## src/rtl/pipe_stage_buf.sv

```systemverilog
// Pipeline stage register with valid/ready handshake, 2-entry skid buffer and synchronous flush.
// Optional backpressure stall counter enabled by defining PIPE_STALL_CNT_EN.
module pipe_stage_buf #(
  parameter int unsigned    W          = 32,
  parameter logic [W-1:0]   RESET_DATA = '0,
  parameter int unsigned    CNT_W      = 16
) (
  input  logic             clk,
  input  logic             rst,
  input  logic             flush,
  input  logic             in_valid,
  input  logic [W-1:0]     in_data,
  output logic             in_ready,
  output logic             out_valid,
  output logic [W-1:0]     out_data,
  input  logic             out_ready
`ifdef PIPE_STALL_CNT_EN
  ,
  output logic [CNT_W-1:0] stall_cnt
`endif
);

  // Encoding is {skid_v, main_v}; ORPHAN (skid without main) is unreachable.
  typedef enum logic [1:0] {
    EMPTY  = 2'b00,
    ONE    = 2'b01,
    ORPHAN = 2'b10,
    FULL   = 2'b11
  } state_t;

  state_t         state;
  logic [W-1:0]   main_d;
  logic [W-1:0]   skid_d;
  logic           main_v;
  logic           skid_v;
  logic           accept;
  logic           drain;

  assign main_v    = state[0];
  assign skid_v    = state[1];
  assign in_ready  = ~skid_v;
  assign accept    = in_valid & in_ready;
  assign drain     = main_v & out_ready;
  assign out_valid = main_v;
  assign out_data  = main_v ? main_d : RESET_DATA;

  if (W < 1 || CNT_W < 1) begin : g_bad_param
    $error("pipe_stage_buf: W and CNT_W must be at least 1");
  end

  always_ff @(posedge clk or negedge rst) begin
    if (!rst) begin
      state  <= EMPTY;
      main_d <= RESET_DATA;
      skid_d <= RESET_DATA;
    end else if (flush) begin
      state  <= EMPTY;
      main_d <= RESET_DATA;
      skid_d <= RESET_DATA;
    end else begin
      case (state)
        EMPTY: begin
          if (accept) begin
            state  <= ONE;
            main_d <= in_data;
          end
        end
        ONE: begin
          if (accept && drain) begin
            main_d <= in_data;
          end else if (accept) begin
            state  <= FULL;
            skid_d <= in_data;
          end else if (drain) begin
            state  <= EMPTY;
          end
        end
        FULL: begin
          if (drain) begin
            state  <= ONE;
            main_d <= skid_d;
          end
        end
        ORPHAN: begin
          state  <= EMPTY;
          main_d <= RESET_DATA;
          skid_d <= RESET_DATA;
        end
      endcase
    end
  end

`ifdef PIPE_STALL_CNT_EN
  // Saturating; deliberately untouched by flush.
  always_ff @(posedge clk or negedge rst) begin
    if (!rst) begin
      stall_cnt <= '0;
    end else if (main_v && !out_ready && stall_cnt != '1) begin
      stall_cnt <= stall_cnt + CNT_W'(1);
    end
  end
`endif

endmodule

```

## config.mk

```make
export PLATFORM = sky130hd
export DESIGN_NAME = pipe_stage_buf
export DESIGN_NICKNAME = d
export VERILOG_FILES = /design/src/rtl/pipe_stage_buf.sv
export SDC_FILE = /design/constraint.sdc
export NUM_CORES = 1
export LEC_CHECK = 0
export BUFFER_PORTS_ARGS = -buffer_cell sky130_fd_sc_hd__buf_2
export CORE_ASPECT_RATIO = 0.75
export CORE_UTILIZATION = 30
export DETAILED_ROUTE_END_ITERATION = 6
export HOLD_SLACK_MARGIN = 0.03
export SYNTH_ARGS = -nofsm -noshare
export SYNTH_HDL_FRONTEND = slang
export SYNTH_SLANG_ARGS = --single-unit
```

## constraint.sdc

```tcl
create_clock -name clk -period 2.45 [get_ports clk]
set_clock_uncertainty 0.05 [all_clocks]
set_input_delay 0.245 -clock clk [delete_from_list [all_inputs] [get_ports clk]]
set_output_delay 0.245 -clock clk [all_outputs]
set_load 0.005 [all_outputs]
```

After elaboration in Yosys (flattened, before gate mapping). Cells that the tools add are included.

Register bits after elaboration: 66. Input port bits: 37. Word-level logic and storage cells: 37.

Eq/ne operators: 9. Muxes and demuxes: 16. Bitwise gates (word level): 3. Reductions and logical operators: 6.

Operators by type and width (number): $mux W32 (7); $pmux W32 S4 (1); $pmux W32 S2 (1); $ne A3 B3 Y1 const B (5); $mux W2 (6); $pmux W2 S4 (1); $reduce_and A3 Y1 (2); $eq A2 B2 Y1 const B (2); $ne A4 B4 Y1 const B (1); $reduce_and A4 Y1 (1); $reduce_bool A3 Y1 (1); $and A1 B1 Y1 (2); $eq A2 B1 Y1 const B (1); $logic_not A2 Y1 (1); $logic_and A1 B1 Y1 (1); $not A1 Y1 (1).

Longest topological paths before layout.
Word-level depth: 6. Depth in mapped cells: 9. Gate-level depth less buffers: 6.

Least setup slack after synthesis. No wires, ideal clock.

Path type: flip-flop to flip-flop. Start: register state[0]. End: register skid_d[20]. Setup time: 0.134 ns. Arrival time: 1.992 ns. Required time: 2.266 ns. Slack: 0.274 ns. Cell stages (with the launch flop): 9. Path through: dfrtp_1 -> clkbuf_1 -> inv_1 -> ha_1 -> clkbuf_1 -> nor2b_1 -> a311oi_4 -> clkbuf_1 -> o21ai_0.

Word-level cells in the longest chain between the ends: 4.

Ends and longest elaborated chain: start: declaration (line 31) `state_t state;`; start signal: assignment (line 53) `state <= EMPTY;`; start signal: assignment (line 57) `state <= EMPTY;`; start signal: assignment (line 64) `state <= ONE;`; $and A1 B1 Y1 (line 43) `assign drain = main_v & out_ready;`; $logic_and A1 B1 Y1 (line 69) `if (accept && drain) begin`; $ne A3 B3 Y1 (no source line); $reduce_and A3 Y1 (no source line); end signal: assignment (line 73) `skid_d <= in_data;`; end: declaration (line 33) `logic [W-1:0] skid_d;`.

Several ways; a longest one is shown, not always the timed one. A chain may end at the register's enable or synchronous reset.

Worst setup path after layout.
Start: register state[0]. End: register main_d[20].

Word-level cells in the longest chain between the ends: 4.

Ends and longest elaborated chain: $and A1 B1 Y1 (line 43); $logic_and A1 B1 Y1 (line 69); $ne A3 B3 Y1 (no source line); $reduce_and A3 Y1 (no source line); end signal: assignment (line 65) `main_d <= in_data;`; end signal: assignment (line 70) `main_d <= in_data;`; end signal: assignment (line 81) `main_d <= skid_d;`; end: declaration (line 32) `logic [W-1:0] main_d;`.

Several ways; a longest one is shown, not always the timed one.

==> impl_metrics.json <==
{
  "design.die.area_um2": 12400,
  "synth_edf_count": 0,
  "power_w": 0.00415,
  "r2r-end": "main_d[20]$_DFFE_PN0P_",
  "critPathRequiredTime_ns": 2.62,
  "syn_inst": 375,
  "num-fill-cells": 1175,
  "use_met2_pct": 22.4,
  "tritoncts": "done",
  "globalplace.congestion": 0.779,
  "synth_seq_cells": 66,
  "synth_commonest_cells": "66 x dfrtp_1, 65 x nand2_1, 35 x nor2_1, 33 x o21ai_0, 32 x and2_1",
  "wire_per_inst_um": 15.1,
  "post-cts-setup-buffer-count": 0,
  "ir_worst_vdd_mv": 0.460,
  "synth_cell_types": 26,
  "cts_sinks": 66,
  "top_usage_layer": "met2",
  "synth_nets": 416,
  "reg2reg_setup_slack_ns": 0.15,
  "h-tree-depth": 3,
  "finalSetupTns_ns": 0,
  "post-route-period-util_pct": 94.0,
  "start_kind": "flip-flop",
  "grt-ovfl-total": 0,
  "ioPinCount": 71,
  "yosys_warnings": 0,
  "multi_input_area_um2": 1790,
  "synth_most_common_cell": "dfrtp_1",
  "dp_hpwl_um": 5790,
  "vias_per_cell": 4.75,
  "fmax_mhz": 434,
  "powerDensity_nw_per_um2": 942,
  "fp-row-count": 34,
  "grt_util_met1_pct": 22.0,
  "cp.arrival_ns": 2.47,
  "holdCritPathClass": "primary input to flip-flop",
  "synthArstFlopShare_pct": 100,
  "outcome": "completed",
  "worst_pin_slew_ns": 0.885,
  "holdPathEnd": "skid_d[22]$_DFFE_PN0P_",
  "track_usage_pct": 15.5,
  "ys.flop_type": "dfrtp_1",
  "layout-drive-gt1-share_pct": 30.2,
  "drt_first_pass_iters": 4,
  "clk_pin_slew_ns": 0.06,
  "initial_utilization_pct": 30.8,
  "cts_buffers": 9,
  "grtUsageMet3_pct": 5.25,
  "wirelength_um": 9110,
  "ant_nets": 0,
  "drt_iter0_drc": 189,
  "synth_seq_area_share_pct": 46.1,
  "antenna_found_initial": 0,
  "cts_max_path_buffers": 2,
  "ctsResizeCount": 0,
  "rr_startpoint": "state[0]$_DFFE_PN0P_",
  "period_minus_slack_ns": 2.30,
  "nets": 476,
  "die_height_um": 96.6,
  "worst_path_max_delay_cell": "dfrtp_1",
  "area_growth_pct": 22.9,
  "ctsRootBufferMaster": "clkbuf_16",
  "drt_drc_violations_left": 0,
  "num_antenna_cells": 0,
  "setup_viol": 0,
  "grt_max_degree": 67,
  "rr_worst_depth": 5,
  "fp.dieW_um": 128,
  "max_stage_delay_ns": 0.54,
  "path_class": "flip-flop to flip-flop",
  "synth_top_cell_by_area": "dfrtp_1",
  "hp-start": "in_data[22]",
  "synth_top_cell_area_share_pct": 46.1,
  "rsz0062_at_grt": "false",
  "syn_area_um2": 3580,
  "synthTopCellsByArea": "dfrtp_1 46%, mux2_4 13%, nand2_1 6.8%, nor3b_1 6.3%, and2_1 5.6%",
  "cts_hold_buf": 1,
  "insertion_delay_ns": 0.34,
  "grt_pass1_wl_um": 14600,
  "max_slew_margin_pct": 41.0,
  "vias": 2862,
  "end_kind": "flip-flop",
  "p_leak_nw": 2.11,
  "max_cap_violations": 0,
  "report.final.hold_viol_count": 0,
  "synth_area_per_cell_um2": 9.55,
  "whs_path_depth": 3,
  "regArea_um2": 1650,
  "portBuffers": 70,
  "maxSlewViolCount": 0,
  "critPathMaxFanout": 32,
  "crit_chain": "ha_1, nand2_1, o21ai_4, buf_4, mux2_2",
  "coreArea_um2": 11600,
  "grt_pass1_vias": 2688
}
==> layout by cell type, fill, tap and decap left out, types with 2 or more instances in the layout <==
master / synthesis / routed
o21ai_0: 33 / 33
a21oi_1: 30 / 30
clkinvlp_4: 0 / 2
a22oi_1: 2 / 2
buf_4: 0 / 7
nor2_1: 35 / 34
nor2b_1: 3 / 3
mux2_4: 30 / 30
ha_1: 4 / 2
mux2_2: 3 / 3
inv_1: 3 / 3
nand2_1: 65 / 65
buf_12: 0 / 2
clkbuf_16: 0 / 9
clkinv_2: 0 / 3
dfrtp_1: 66 / 66
buf_2: 7 / 69
nor3b_1: 30 / 30
and2_1: 32 / 32
ha_2: 0 / 2
==> worst max-delay path, delay by kind of cell (launching register included) <==
family                     cells  cell delay, ns
AOI/OAI and AO/OA              1            0.16
adders and majority gates      1            0.31
buffers and inverters          1            0.51
DFF                            1            0.54
muxes                          1            0.40
and+or+nand+nor                1            0.17
==> stage by stage <==
step / hold WS [ns] / cell area, µm² / instances / util [%] / setup slack (ns)
after global routing: 0.102 / 4400 / 602 / 37.9 / 0.0152
final: 0.103 / 4400 / 602 / 37.9 / 0.146
after global placement: 0.366 / 4100 / 585 / 35.3 / 0.234
after detailed placement: 0.371 / 4100 / 585 / 35.3 / 0.168
after CTS: 0.0939 / 4400 / 602 / 37.9 / 0.148
after floorplan: -0.101 / 3580 / 375 / - / 0.274
==> cell families (layout without fill, tap and decap cells) <==
family / count (synthesis) / count (layout) / share of synthesized area (%)
simple gates: 167 / 167 / 23.2
compound gates: 71 / 71 / 11.1
flops: 66 / 66 / 46.1
mux: 33 / 33 / 13.5
buf+inv: 33 / 98 / 4.33
fa+ha+maj: 4 / 4 / 1.40
xor+xnor: 1 / 1 / 0.245
==> final cells by class <==
type | instances | area share, %
flip-flops and latches | 66 | 37.5
multi-input cells | 276 | 40.8
well taps | 162 | 4.60
clock inverters | 7 | 1.56
repair buffers | 79 | 10.2
inverters | 3 | 0.256
clock buffers | 9 | 5.12
==> state kept, by name, summed over array words and instances (netlist names) <==
signal and flops:
main_d 32, skid_d 32, state 2
==> power breakdown <==
| group | total [W] | leakage (nW) | internal (W) | switching (W) |
|---|---|---|---|---|
| Combinational | 0.00132 | 1.11 | 0.000659 | 0.000661 |
| Sequential | 0.00155 | 0.856 | 0.00137 | 0.000179 |
| Clock | 0.00128 | 0.142 | 0.000785 | 0.000491 |
| Total | 0.00415 | 2.11 | 0.00281 | 0.00133 |
==> metal layers <==
metal  wire [µm]  vias up
met4          76        0
met1        4650     1402
met2        3920       76
met3         459        8
met5           0        -
li1            -     1376
==> how the worst max path moves through the flow <==
stage	from	to	depth (start not counted)
finish	state[0]$_DFFE_PN0P_	main_d[20]$_DFFE_PN0P_	5
global placement	state[0]$_DFFE_PN0P_	main_d[19]$_DFFE_PN0P_	5
global route	state[0]$_DFFE_PN0P_	main_d[19]$_DFFE_PN0P_	5
detailed placement	state[0]$_DFFE_PN0P_	main_d[20]$_DFFE_PN0P_	5
floorplan	state[0]$_DFFE_PN0P_	skid_d[20]$_DFFE_PN0P_	8
CTS	state[0]$_DFFE_PN0P_	main_d[19]$_DFFE_PN0P_	5
(Power assumes the default switching activity.)
